==> config.mk <==
export PLATFORM = sky130hd
export DESIGN_NAME = fifo_ptr_ctrl
export DESIGN_NICKNAME = d
export VERILOG_FILES = /design/src/rtl/fifo_ptr_ctrl.sv
export SDC_FILE = /design/constraint.sdc
export NUM_CORES = 1
export LEC_CHECK = 0
export ABC_CLOCK_PERIOD_IN_PS = 3800
export BUFFER_PORTS_ARGS = -buffer_cell sky130_fd_sc_hd__buf_2
export CAP_MARGIN = 20
export CORE_MARGIN = 10
export CORE_UTILIZATION = 39
export DETAILED_ROUTE_END_ITERATION = 6
export PLACE_DENSITY = 0.63
export SYNTH_ARGS = -nofsm -noshare
export SYNTH_HDL_FRONTEND = slang
export SYNTH_SLANG_ARGS = --single-unit
==> constraint.sdc <==
create_clock -name clk -period 3.8 [get_ports clk]
set_input_delay 0.57 -clock clk [delete_from_list [all_inputs] [get_ports clk]]
set_output_delay 0.57 -clock clk [all_outputs]
set_load 0.05 [all_outputs]
==> src/rtl/fifo_ptr_ctrl.sv <==
// FIFO read/write pointer controller with registered occupancy and status flags.
// Define FIFO_PTR_CTRL_ERR_EN to build the sticky overflow/underflow error flags.
module fifo_ptr_ctrl #(
    parameter int ADDR_WIDTH = 5,
    parameter int AF_MARGIN  = 2,
    parameter int AE_MARGIN  = 2
) (
    input  logic                  clk,
    input  logic                  rst_n,
    input  logic                  write_ena,
    input  logic                  read_ena,
    input  logic                  flush,
    input  logic                  err_clr,
    output logic [ADDR_WIDTH:0]   write_addr,
    output logic [ADDR_WIDTH:0]   read_addr,
    output logic                  mem_we,
    output logic                  mem_re,
    output logic [ADDR_WIDTH:0]   count,
    output logic                  full,
    output logic                  empty,
    output logic                  almost_full,
    output logic                  almost_empty,
    output logic                  overflow,
    output logic                  underflow
);

    localparam int PTR_W = ADDR_WIDTH + 1;
    localparam int DEPTH = 2 ** ADDR_WIDTH;
    localparam logic [PTR_W-1:0] AF_LEVEL = PTR_W'(DEPTH - AF_MARGIN);
    localparam logic [PTR_W-1:0] AE_LEVEL = PTR_W'(AE_MARGIN);

    logic             wr_acc;
    logic             rd_acc;
    logic [PTR_W-1:0] wr_next;
    logic [PTR_W-1:0] rd_next;
    logic [PTR_W-1:0] count_next;
    logic             empty_next;
    logic             full_next;

    // Strobes are suppressed while in reset or flushing so the RAM never sees a stray access.
    assign wr_acc = rst_n & ~flush & write_ena & ~full;
    assign rd_acc = rst_n & ~flush & read_ena & ~empty;
    assign mem_we = wr_acc;
    assign mem_re = rd_acc;

    always_comb begin
        wr_next = write_addr;
        rd_next = read_addr;
        if (flush) begin
            wr_next = '0;
            rd_next = '0;
        end else begin
            if (wr_acc) wr_next = write_addr + PTR_W'(1);
            if (rd_acc) rd_next = read_addr + PTR_W'(1);
        end
    end

    // The extra wrap bit makes the modular difference an exact occupancy, 0..DEPTH.
    assign count_next = wr_next - rd_next;
    assign empty_next = (wr_next == rd_next);
    assign full_next  = (wr_next[ADDR_WIDTH] != rd_next[ADDR_WIDTH]) &&
                        (wr_next[ADDR_WIDTH-1:0] == rd_next[ADDR_WIDTH-1:0]);

    always_ff @(posedge clk) begin
        if (!rst_n) begin
            write_addr   <= '0;
            read_addr    <= '0;
            count        <= '0;
            empty        <= 1'b1;
            full         <= 1'b0;
            almost_empty <= 1'b1;
            almost_full  <= 1'b0;
        end else begin
            write_addr   <= wr_next;
            read_addr    <= rd_next;
            count        <= count_next;
            empty        <= empty_next;
            full         <= full_next;
            almost_empty <= (count_next <= AE_LEVEL);
            almost_full  <= (count_next >= AF_LEVEL);
        end
    end

`ifdef FIFO_PTR_CTRL_ERR_EN
    // A new error event wins over a simultaneous clear; flush leaves the flags alone.
    always_ff @(posedge clk) begin
        if (!rst_n) begin
            overflow  <= 1'b0;
            underflow <= 1'b0;
        end else begin
            if (write_ena && full)  overflow <= 1'b1;
            else if (err_clr)       overflow <= 1'b0;
            if (read_ena && empty)  underflow <= 1'b1;
            else if (err_clr)       underflow <= 1'b0;
        end
    end
`else
    logic unused_err_clr;
    assign unused_err_clr = err_clr;
    assign overflow       = 1'b0;
    assign underflow      = 1'b0;
`endif

endmodule

==> reports/qor.txt, run 1 <==
FINAL LAYOUT
----------------------------------------------------------------------------------
Diodes inserted                                                                  0
Share of final-layout standard cells stronger than drive strength 1          26.0%
Net total in the final layout                                                  165
Synthesis-to-finish area growth                                              15.4%
Design area                                                             1330 sq um
Number of inserted filler cells in the final layout                            279

DRT
----------------------------------------------------------------------------------
DRC viols                                                                        0
Number of detailed-route iterations in the first pass                            4
Vias per inst                                                                 5.10
DRT iter0 DRCs                                                                  24
Remaining antenna violation count after routing                                  0
Routed wire length per instance                                            14.2 um
Detailed Route WL                                                          2570 um
Number of vias in the routed layout                                            923

WORST SETUP PATH
----------------------------------------------------------------------------------
Path depth of the worst reg2reg path                                            11
Worst Path Arrival                                                         3.30 ns
Dominant cell type by count on the critical path                      sky130_fd_sc_hd__a21oi_1
Startpoint class of the critical path                                   input port
Element type at the critical path end                                     register
Capture instance of the worst register-to-register path               almost_empty
Maximum fanout along the worst path                                             10
Setup Crit Path Kind                                                        in2reg
R2R setup slack                                                            0.87 ns
Critical R2R Launch                                                           full
Crit-path cells                                                       buf_2 > nor4bb_4 > nor3_1 > a21oi_1 > ha_1 > inv_1 > fa_1 > a21o_1 > a21oi_1 > xnor2_1 > or4_1 > o21ai_1
Delay of the slowest critical-path stage                                   0.51 ns
Slowest CP cell                                                       sky130_fd_sc_hd__nor4bb_4
Crit path required time                                                    4.05 ns

YOSYS
----------------------------------------------------------------------------------
Unique cell type count in the Yosys netlist                                     34
Biggest area consumer among synthesized cells                         sky130_fd_sc_hd__dfxtp_1
Dominant synthesized flop cell                                        sky130_fd_sc_hd__dfxtp_1
Most numerous cell types in the synthesized netlist                   22 x sky130_fd_sc_hd__dfxtp_1, 16 x sky130_fd_sc_hd__nor2_1, 9 x sky130_fd_sc_hd__xor2_1
Share of Yosys cell area claimed by the top area cell type                   38.1%
Yosys synthesis warning count                                                    0
Async SR Flop Fraction                                                          0%
Syn avg cell area                                                       9.47 sq um
Number of enable-type register cells in the synthesized netlist                  0
Most repeated cell in the gate-level netlist after synthesis          sky130_fd_sc_hd__dfxtp_1
Sequential element share of the synthesized area                             38.1%
Count of mapped cells out of synthesis                                         122
Register bit total from synthesis                                               22
Mapped cell area                                                        1150 sq um
Dominant cells by area after synthesis                                sky130_fd_sc_hd__dfxtp_1 38%, sky130_fd_sc_hd__ha_1 7.6%, sky130_fd_sc_hd__xor2_1 6.8%

POWER AND IR DROP
----------------------------------------------------------------------------------
Static leakage                                                            0.629 nW
Fraction of power consumed by sequential logic                               57.4%
Clock share of power                                                         32.2%
Total internal power                                                        304 uW
Worst IR Drop VDD                                                           201 uV
Switch Pwr                                                                  105 uW
Fraction of power consumed by combinational cells                            10.4%
Switching power as a share of total power                                    25.7%
Pwr dens                                                               307 nW/um^2

CTS
----------------------------------------------------------------------------------
Hold Buf Count CTS                                                               0
H-tree depth                                                                     1
Worst-skew pair later-pin latency                                          0.31 ns
Buffers inserted during post-CTS setup optimization                              0
Total clock buffers created by CTS                                               3
Worst-path clk slew                                                        0.12 ns
CTS root buffer                                                       sky130_fd_sc_hd__clkbuf_4
Sink count of the clock tree                                                    22
Cts repair resizes                                                               0
Buffers from clock root to sink, at most                                         2
Clock tree from TritonCTS                                                    built

DIE
----------------------------------------------------------------------------------
Cell row count                                                                  19
Full die area                                                           5540 sq um
Initial cell density of the core                                             41.2%
Vertical die dimension                                                     74.4 um
Core Box Area                                                           2810 sq um
Top-level I/O count                                                             32
Die outline width                                                          74.4 um

PLACED DESIGN
----------------------------------------------------------------------------------
Area after DPL                                                          1300 sq um
Final weighted congestion in routability-driven placement                    0.821
Final HPWL from detailed placement                                         2010 um
Count of port buffers added during placement                                    28
Setup Slack @ Placement                                                   0.439 ns

TIMING
----------------------------------------------------------------------------------
Total negative slack for setup checks                                         0 ns
Final setup margin                                                        0.754 ns
Worst max-slew margin expressed relative to the limit                        67.1%
Minimum period implied by the final worst setup slack                      3.05 ns
Setup Skew                                                              0.00951 ns
Transition time of the tightest slew-check pin                            0.489 ns
Pins over their slew limit                                                       0
Setup repair after global routing missed its margin                             no
Period utilization                                                           80.2%
Final-report hold violation count                                                0
Final setup vio count                                                            0
Upper clock frequency limit                                              0.328 GHz

JOB
----------------------------------------------------------------------------------
Number of maximum-capacitance violations                                         0

HOLD PATH
----------------------------------------------------------------------------------
Hold WC Path Type                                                           in2reg
Worst min-delay path startpoint                                              rst_n
Sink of the worst hold path                                           almost_empty
Worst hold path cell count                                                       2

GRT
----------------------------------------------------------------------------------
GR Overflow Total                                                                0
Pin count of the biggest net entering global routing                            16
Global-route usage over all layers                                           10.2%
Initial antenna violation count                                                  0
Via count of the first global-routing pass                                    1030
Wire length of the first global-routing pass                               4570 um

STATUS
----------------------------------------------------------------------------------
Status                                                                finished clean

[cell families after synthesis]
kind of cell             Yosys count  synth area share (%)
multiplexers                       3                  2.60
AO/OA/AOI/OAI                     13                  6.83
XOR/XNOR                          10                  7.58
adder cells (fa/ha/maj)            8                  9.32
AND/OR/NAND/NOR                   55                  29.4
buffers and inverters             10                  5.85
other                              1                 0.325
flip-flops                        22                  38.1
[power groups by stage]
stage | Combinational (mW) | Sequential, mW | Clock, mW
after global routing | 0.0464 | 0.236 | 0.146
after global placement | 0.0424 | 0.240 | 0
final | 0.0427 | 0.235 | 0.132
after floorplan | 0.0263 | 0.250 | 0
after CTS | 0.0430 | 0.235 | 0.136
after detailed placement | 0.0429 | 0.240 | 0
[per-stage QoR]
step | total power [mW] | std cells | hold WS [ns] | utilization, %
6_report | 0.409 | 181 | 0.572 | 47.5
5_1_grt | 0.428 | 181 | 0.561 | 47.5
4_1_cts | 0.414 | 181 | 0.558 | 47.5
3_5_place_dp | 0.283 | 177 | 0.576 | 46.2
3_3_place_gp | 0.282 | 177 | 0.563 | 46.2
2_1_floorplan | 0.276 | 123 | 0.776 | -
[cell type report]
type	count	area, sq um	share of cell area (%)
flip-flops and latches	22	440	33.1
inverters	3	11.3	0.845
repair buffers	30	155	11.6
well taps	31	38.8	2.91
multi-input cells	91	651	48.8
clock buffers	4	36.3	2.72
[critical path: cells and delay by family]
family,cells,cell delay [ns]
adder cells (fa/ha/maj),2,0.60
buffers and inverters,2,0.23
AND/OR/NAND/NOR,3,1.10
AO/OA/AOI/OAI,4,0.67
XOR/XNOR,1,0.12
[sequential cells by signal, indices dropped and copies added (netlist names)]
signal and flops:
count 6, read_addr 6, write_addr 6, almost_empty 1, almost_full 1, empty 1, full 1
[placed cells by master (no fill, tap or decap), types with 4 or more instances in the layout]
master / n
sky130_fd_sc_hd__and3_1: 4
sky130_fd_sc_hd__dfxtp_1: 22
sky130_fd_sc_hd__ha_1: 7
sky130_fd_sc_hd__buf_2: 28
sky130_fd_sc_hd__xor2_1: 9
sky130_fd_sc_hd__nand4_1: 4
sky130_fd_sc_hd__o21ai_0: 4
sky130_fd_sc_hd__nor2_1: 16
sky130_fd_sc_hd__a21oi_1: 4
sky130_fd_sc_hd__and2_1: 7
sky130_fd_sc_hd__nor2b_1: 4
[worst max-delay path by stage]
stage	from	endpoint	slack [ns]	cells past startpoint
after floorplan	flush	almost_empty	0.68	12
after global placement	flush	almost_empty	0.50	12
after detailed placement	flush	almost_empty	0.44	12
after CTS	flush	almost_empty	0.77	12
after global routing	flush	almost_empty	0.49	12
final	flush	almost_empty	0.75	12
[metal layers]
layer	part of all wire, %	vias to the layer above	track usage (%)
met5	0	-	0
met4	0.35	0	1.47
met3	8.0	2	4.79
met2	45	26	16.6
met1	47	427	12.1
li1	-	468	-
Power figures use the tool's default switching activity.
==> run 2: changes to the inputs <==
ABC_AREA = 1   (was not set)
ABC_CLOCK_PERIOD_IN_PS = 3010   (was 3800)
clock period = 3.01 ns   (was 3.8 ns; I/O delays follow)
==> run 2 against run 1 <==
  * Wire length grew 13%
  * Power grew 44%
  * Clock power up 72%
  * Clock-buffer cell count decreased by 1
  * Critical path type is now reg2reg
==> reports/qor.txt, run 2 <==
STATUS
----------------------------------------------------------------------------------
Status                                                                finished clean

YOSYS
----------------------------------------------------------------------------------
Async SR Flop Fraction                                                          0%
Share of Yosys cell area claimed by the top area cell type                   34.1%
Syn avg cell area                                                       7.59 sq um
Dominant cells by area after synthesis                                sky130_fd_sc_hd__dfxtp_1 34%, sky130_fd_sc_hd__nand2_1 9.3%, sky130_fd_sc_hd__nor2_1 7.6%
Biggest area consumer among synthesized cells                         sky130_fd_sc_hd__dfxtp_1
Most numerous cell types in the synthesized netlist                   32 x sky130_fd_sc_hd__nand2_1, 26 x sky130_fd_sc_hd__nor2_1, 23 x sky130_fd_sc_hd__inv_1
Most repeated cell in the gate-level netlist after synthesis          sky130_fd_sc_hd__nand2_1
Yosys synthesis warning count                                                    0
Dominant synthesized flop cell                                        sky130_fd_sc_hd__dfxtp_1
Unique cell type count in the Yosys netlist                                     33
Sequential element share of the synthesized area                             34.1%
Count of mapped cells out of synthesis                                         170
Register bit total from synthesis                                               22
Mapped cell area                                                        1290 sq um
Number of enable-type register cells in the synthesized netlist                  0

DRT
----------------------------------------------------------------------------------
DRC viols                                                                        0
DRT iter0 DRCs                                                                  71
Detailed Route WL                                                          2910 um
Number of vias in the routed layout                                           1134
Remaining antenna violation count after routing                                  0
Routed wire length per instance                                            11.9 um
Number of detailed-route iterations in the first pass                            4
Vias per inst                                                                 4.63

GRT
----------------------------------------------------------------------------------
Initial antenna violation count                                                  0
Global-route usage over all layers                                           9.80%
Via count of the first global-routing pass                                    1134
Wire length of the first global-routing pass                               4950 um
Pin count of the biggest net entering global routing                            17
GR Overflow Total                                                                0

WORST SETUP PATH
----------------------------------------------------------------------------------
Crit-path cells                                                       ha_1 > inv_1 > nor2_1 > xor2_1 > inv_1 > nor2_1 > ha_1 > a21oi_1 > nand2_1 > nand2_1 > nand2_1 > a21oi_1 > nand3_2 > nand2_2 > nand2_1 > nand2_1
Delay of the slowest critical-path stage                                   0.52 ns
Crit path required time                                                    3.28 ns
Worst Path Arrival                                                         2.75 ns
Startpoint class of the critical path                                     register
Dominant cell type by count on the critical path                      sky130_fd_sc_hd__nand2_1
Slowest CP cell                                                       sky130_fd_sc_hd__dfxtp_1
Maximum fanout along the worst path                                              7
Element type at the critical path end                                     register
Setup Crit Path Kind                                                       reg2reg

PLACED DESIGN
----------------------------------------------------------------------------------
Final HPWL from detailed placement                                         2410 um
Dpl cells                                                                      241
Setup Slack @ Placement                                                   0.223 ns
Count of port buffers added during placement                                    28
Final weighted congestion in routability-driven placement                    0.806

POWER AND IR DROP
----------------------------------------------------------------------------------
Fraction of power consumed by sequential logic                               50.4%
Switch Pwr                                                                  144 uW
Switching power as a share of total power                                    24.4%
Pwr dens                                                               386 nW/um^2
Worst IR Drop VDD                                                           209 uV
Static leakage                                                            0.770 nW
Fraction of power consumed by combinational cells                            11.1%
Clock share of power                                                         38.5%
Overall Power                                                               589 uW
Total internal power                                                        446 uW

CTS
----------------------------------------------------------------------------------
Worst-path clk slew                                                        0.12 ns
Buffers inserted during post-CTS setup optimization                              0
Total clock buffers created by CTS                                               3
Worst-skew pair later-pin latency                                          0.31 ns
CTS root buffer                                                       sky130_fd_sc_hd__clkbuf_4
Cts repair resizes                                                               0
H-tree depth                                                                     1
Sink count of the clock tree                                                    22
Hold Buf Count CTS                                                               0
Clock tree from TritonCTS                                                    built
Buffers from clock root to sink, at most                                         2

FINAL LAYOUT
----------------------------------------------------------------------------------
Synthesis-to-finish area growth                                              18.3%
Net total in the final layout                                                  216
Diodes inserted                                                                  0
Registers with the highest flip-flop counts                           count (6), read_addr (6), write_addr (6)
Most common library cell in the layout ignoring fill and taps         sky130_fd_sc_hd__nand2_1
Share of final-layout standard cells stronger than drive strength 1          28.4%
Number of inserted filler cells in the final layout                            320
Most frequent cells in the layout                                     32 x sky130_fd_sc_hd__nand2_1, 28 x sky130_fd_sc_hd__buf_2, 26 x sky130_fd_sc_hd__nor2_1
Non-filler instance count after layout                                         245

TIMING
----------------------------------------------------------------------------------
Upper clock frequency limit                                              0.404 GHz
Minimum period implied by the final worst setup slack                      2.48 ns
Final setup vio count                                                            0
Pins over their slew limit                                                       0
Setup repair after global routing missed its margin                             no
Final-report hold violation count                                                0
Period utilization                                                           82.3%
Total negative slack for setup checks                                         0 ns
Setup Skew                                                              0.00217 ns
Final setup margin                                                        0.533 ns

HOLD PATH
----------------------------------------------------------------------------------
Hold WC Path Type                                                           in2reg

DIE
----------------------------------------------------------------------------------
Die outline width                                                          77.5 um
Initial cell density of the core                                             41.6%
Core Box Area                                                           3100 sq um
Vertical die dimension                                                     77.5 um
Top-level I/O count                                                             32
Full die area                                                           6010 sq um
Cell row count                                                                  20

JOB
----------------------------------------------------------------------------------
Number of maximum-capacitance violations                                         0

==> run 2: kinds of logic (layout without fill, tap and decap cells) <==
| group | count (synthesis) | count (layout) | synth area share, % |
|---|---|---|---|
| XOR/XNOR | 6 | 6 | 4.07 |
| buffers and inverters | 31 | 61 | 10.6 |
| AO/OA/AOI/OAI | 14 | 14 | 6.69 |
| other | 1 | 2 | 0.291 |
| flip-flops | 22 | 22 | 34.1 |
| AND/OR/NAND/NOR | 88 | 88 | 35.9 |
| adder cells (fa/ha/maj) | 8 | 8 | 8.34 |
==> run 2: layout make-up <==
type / count / area, sq um / share of cell area, %
Clock inverter: 1 / 30.0 / 1.97
Timing Repair Buffer: 30 / 155 / 10.2
Tap cell: 44 / 55.1 / 3.61
Sequential cell: 22 / 440 / 28.9
Clock buffer: 3 / 22.5 / 1.48
Inverter: 27 / 106 / 6.97
Multi-Input combinational cell: 118 / 717 / 47.0
==> run 2: per-stage QoR <==
step           hold WS, ns  cell area, sq um  util [%]
6_report             0.420              1530      49.2
3_3_place_gp         0.547              1470      47.5
3_5_place_dp         0.549              1470      47.5
5_1_grt              0.415              1530      49.2
2_1_floorplan        0.531              1290         -
4_1_cts              0.415              1530      49.2
==> run 2: final timing paths <==
check | start | endpoint | slack [ns] | cells after the start
worst max-delay path | write_addr[0] | almost_full | 0.53 | 16
worst min-delay path | rst_n | empty | 0.42 | 2
worst max register to register | write_addr[0] | almost_full | 0.53 | 16
worst min register to register | write_addr[1] | write_addr[1] | 0.57 | 2
==> run 2: critical path, delay by kind of cell, from the launching register on <==
kind	cells	cell delay [ns]
AO/OA/AOI/OAI	2	0.34
XOR/XNOR	1	0.16
adder cells (fa/ha/maj)	2	0.49
buffers and inverters	2	0.12
flip-flops	1	0.52
AND/OR/NAND/NOR	9	0.80
==> run 2: power by group through the flow <==
stage	sequential, mW	clock (mW)	combinational [mW]
CTS	0.297	0.235	0.0658
floorplan	0.316	0	0.0394
global route	0.298	0.247	0.0706
detailed placement	0.304	0	0.0656
finish	0.297	0.227	0.0652
global placement	0.304	0	0.0651
==> run 2: metal layers <==
layer / vias to the layer above / global-route usage (%) / part of all wire (%) / wire length [um]
met5: - / 0 / 0 / 0
met4: 0 / 4.56 / 1.5 / 44
met3: 5 / 3.00 / 6.4 / 186
met2: 28 / 17.6 / 50 / 1460
met1: 510 / 10.3 / 42 / 1210
li1: 591 / - / - / -
==> run 3: changes to the inputs <==
ABC_AREA = 0   (was 1)
ABC_CLOCK_PERIOD_IN_PS = 2000   (was 3010)
PLACE_DENSITY = 0.66   (was 0.63)
clock period = 2 ns   (was 3.01 ns; I/O delays follow)
==> run 3 against run 2 <==
  * The flow now finishes with violations (negative setup slack)
  * Register-to-register slack got worse by 1.2 ns
  * Maximum frequency is 6.1% lower
  * Critical path depth down 6
  * Die area fell by 7.8%
  * Hold slack worse by 0.041 ns
  * Cell count shrank 18%
  * Clock skew is 0.00073 ns higher
  * Non-clock buffer count is 20 higher
  * First-iteration DRC count decreased by 38%
  * Combinational power up 47%
  * Global-route usage grew 1.4 points
  * Critical endpoint is now almost_empty
  * Largest cell class unchanged
==> reports/qor.txt, run 3 (synthesized netlist as in run 1, its figures left out) <==
FINAL LAYOUT
----------------------------------------------------------------------------------
Synthesis-to-finish area growth                                              38.2%
Most common library cell in the layout ignoring fill and taps         sky130_fd_sc_hd__buf_2
Most frequent cells in the layout                                     27 x sky130_fd_sc_hd__buf_2, 23 x sky130_fd_sc_hd__buf_4, 16 x sky130_fd_sc_hd__dfxtp_1
Registers with the highest flip-flop counts                           count (6), read_addr (6), write_addr (6)
Diodes inserted                                                                  0
Net total in the final layout                                                  185
Number of inserted filler cells in the final layout                            266
Share of final-layout standard cells stronger than drive strength 1          48.2%

WORST SETUP PATH
----------------------------------------------------------------------------------
Critical R2R Launch                                                          empty
Worst Path Arrival                                                         2.90 ns
Crit-path cells                                                       nor4bb_4 > buf_4 > nand4_1 > xor2_1 > or2_4 > ha_4 > o21ai_2 > a2bb2oi_2 > or4_1 > o21ai_1
Slowest CP cell                                                       sky130_fd_sc_hd__or4_1
Startpoint of the most critical setup path                                   empty
Element type at the critical path end                                     register
Setup Crit Path Kind                                                       reg2reg
Buffering stage count on the worst path with inverters included                  1
Startpoint class of the critical path                                     register
Delay of the slowest critical-path stage                                   0.46 ns
Maximum fanout along the worst path                                              5
Crit path required time                                                    2.26 ns
Family with the most delay on the worst path                          simple AND/OR/NAND/NOR gates

TIMING
----------------------------------------------------------------------------------
Transition time of the tightest slew-check pin                            0.571 ns
Final setup vio count                                                            9
Upper clock frequency limit                                              0.379 GHz
Period utilization                                                            132%
Setup Skew                                                              0.00291 ns
Total negative slack for setup checks                                     -3.48 ns
Final setup margin                                                       -0.637 ns
Setup repair after global routing missed its margin                            yes
Final-report hold violation count                                                0
Worst max-slew margin expressed relative to the limit                        61.5%
Final worst hold slack                                                    0.379 ns
Pins over their slew limit                                                       0
Minimum period implied by the final worst setup slack                      2.64 ns

JOB
----------------------------------------------------------------------------------
Number of maximum-capacitance violations                                         0

GRT
----------------------------------------------------------------------------------
Initial antenna violation count                                                  0
GR Overflow Total                                                                0
Wire length of the first global-routing pass                               4750 um
Pin count of the biggest net entering global routing                            14
Global-route usage over all layers                                           11.2%
Via count of the first global-routing pass                                    1022

STATUS
----------------------------------------------------------------------------------
Status                                                                complete, but fails checks
Failing checks                                                        negative setup slack

DIE
----------------------------------------------------------------------------------
Initial cell density of the core                                             41.2%
Vertical die dimension                                                     74.4 um
Core Box Area                                                           2810 sq um
Top-level I/O count                                                             32
Full die area                                                           5540 sq um
Die outline width                                                          74.4 um
Cell row count                                                                  19

CTS
----------------------------------------------------------------------------------
Worst-skew pair later-pin latency                                          0.31 ns
CTS root buffer                                                       sky130_fd_sc_hd__clkbuf_4
Worst-path clk slew                                                        0.12 ns
Clock tree from TritonCTS                                                    built
Sink count of the clock tree                                                    22
Buffers from clock root to sink, at most                                         2
Total clock buffers created by CTS                                               3
H-tree depth                                                                     1

DRT
----------------------------------------------------------------------------------
DRC viols                                                                        0
Number of detailed-route iterations in the first pass                            4
Remaining antenna violation count after routing                                  0
Detailed Route WL                                                          3000 um
Routed wire length per instance                                            14.9 um
Vias per inst                                                                 5.00
Number of vias in the routed layout                                           1005
DRT iter0 DRCs                                                                  44

HOLD PATH
----------------------------------------------------------------------------------
Hold WC Path Type                                                           in2reg
Worst min-delay path startpoint                                              rst_n

POWER AND IR DROP
----------------------------------------------------------------------------------
Switching power as a share of total power                                    27.3%
Worst IR Drop VDD                                                           214 uV
Overall Power                                                               751 uW
Total internal power                                                        546 uW
Switch Pwr                                                                  205 uW
Fraction of power consumed by sequential logic                               59.2%
Fraction of power consumed by combinational cells                            12.7%
Pwr dens                                                               471 nW/um^2
Clock share of power                                                         28.1%
Static leakage                                                            0.771 nW

PLACED DESIGN
----------------------------------------------------------------------------------
Final HPWL from detailed placement                                         2450 um
Count of port buffers added during placement                                    28
Final weighted congestion in routability-driven placement                    0.756
Setup Slack @ Placement                                                  -0.746 ns

-- run 3: area by class of cell --
type                            count  area [sq um]  area share, %
Multi-Input combinational cell     91           759           47.6
Sequential cell                    22           453           28.4
Timing Repair Buffer               50           308           19.3
Tap cell                           31          38.8           2.43
Clock buffer                        3          22.5           1.41
Inverter                            3          11.3          0.705
Clock inverter                      1          3.75          0.235
-- run 3: worst paths after layout --
| check | depth (start not counted) | to | slack (ns) |
|---|---|---|---|
| worst max-delay path | 10 | almost_empty | -0.64 |
| worst max register to register | 10 | almost_empty | -0.64 |
| worst min register to register | 2 | write_addr[4] | 0.57 |
| worst min-delay path | 3 | almost_empty | 0.38 |
-- run 3: worst register-to-register path, stage by stage (launching register included) --
cell                        delay, ns
sky130_fd_sc_hd__dfxtp_4         0.38
sky130_fd_sc_hd__nor4bb_4        0.37
sky130_fd_sc_hd__buf_4           0.21
sky130_fd_sc_hd__nand4_1         0.10
sky130_fd_sc_hd__xor2_1          0.16
sky130_fd_sc_hd__or2_4           0.28
sky130_fd_sc_hd__ha_4            0.30
sky130_fd_sc_hd__o21ai_2         0.07
sky130_fd_sc_hd__a2bb2oi_2       0.13
sky130_fd_sc_hd__or4_1           0.46
sky130_fd_sc_hd__o21ai_1         0.13
-- run 3: per-layer routing --
metal	up-vias	global-route usage (%)	routed length (um)
met5	-	0	0
met4	0	7.14	69
met3	6	1.60	152
met2	23	20.9	1630
met1	468	11.5	1150
li1	508	-	-
-- run 3: through the flow --
step | utilization (%) | instance area [sq um] | std cells
floorplan | - | 1240 | 123
global placement | 53.9 | 1510 | 195
finish | 56.9 | 1600 | 201
CTS | 55.9 | 1570 | 200
detailed placement | 53.9 | 1510 | 195
global route | 56.9 | 1600 | 201
-- run 3: power by group through the flow --
stage	Sequential, mW	Combinational [mW]	Clock, mW
final	0.445	0.0957	0.211
after global routing	0.445	0.102	0.229
after CTS	0.445	0.0937	0.214
after detailed placement	0.455	0.0926	0
after global placement	0.454	0.0914	0
after floorplan	0.473	0.0512	0
-- run 3: repair_timing --
item,CTS,global route
gates resized for setup,6,7
endpoints found under the setup margin,9,9
hold buffers,0,0
pin swaps,14,3
buffers inserted,1,2
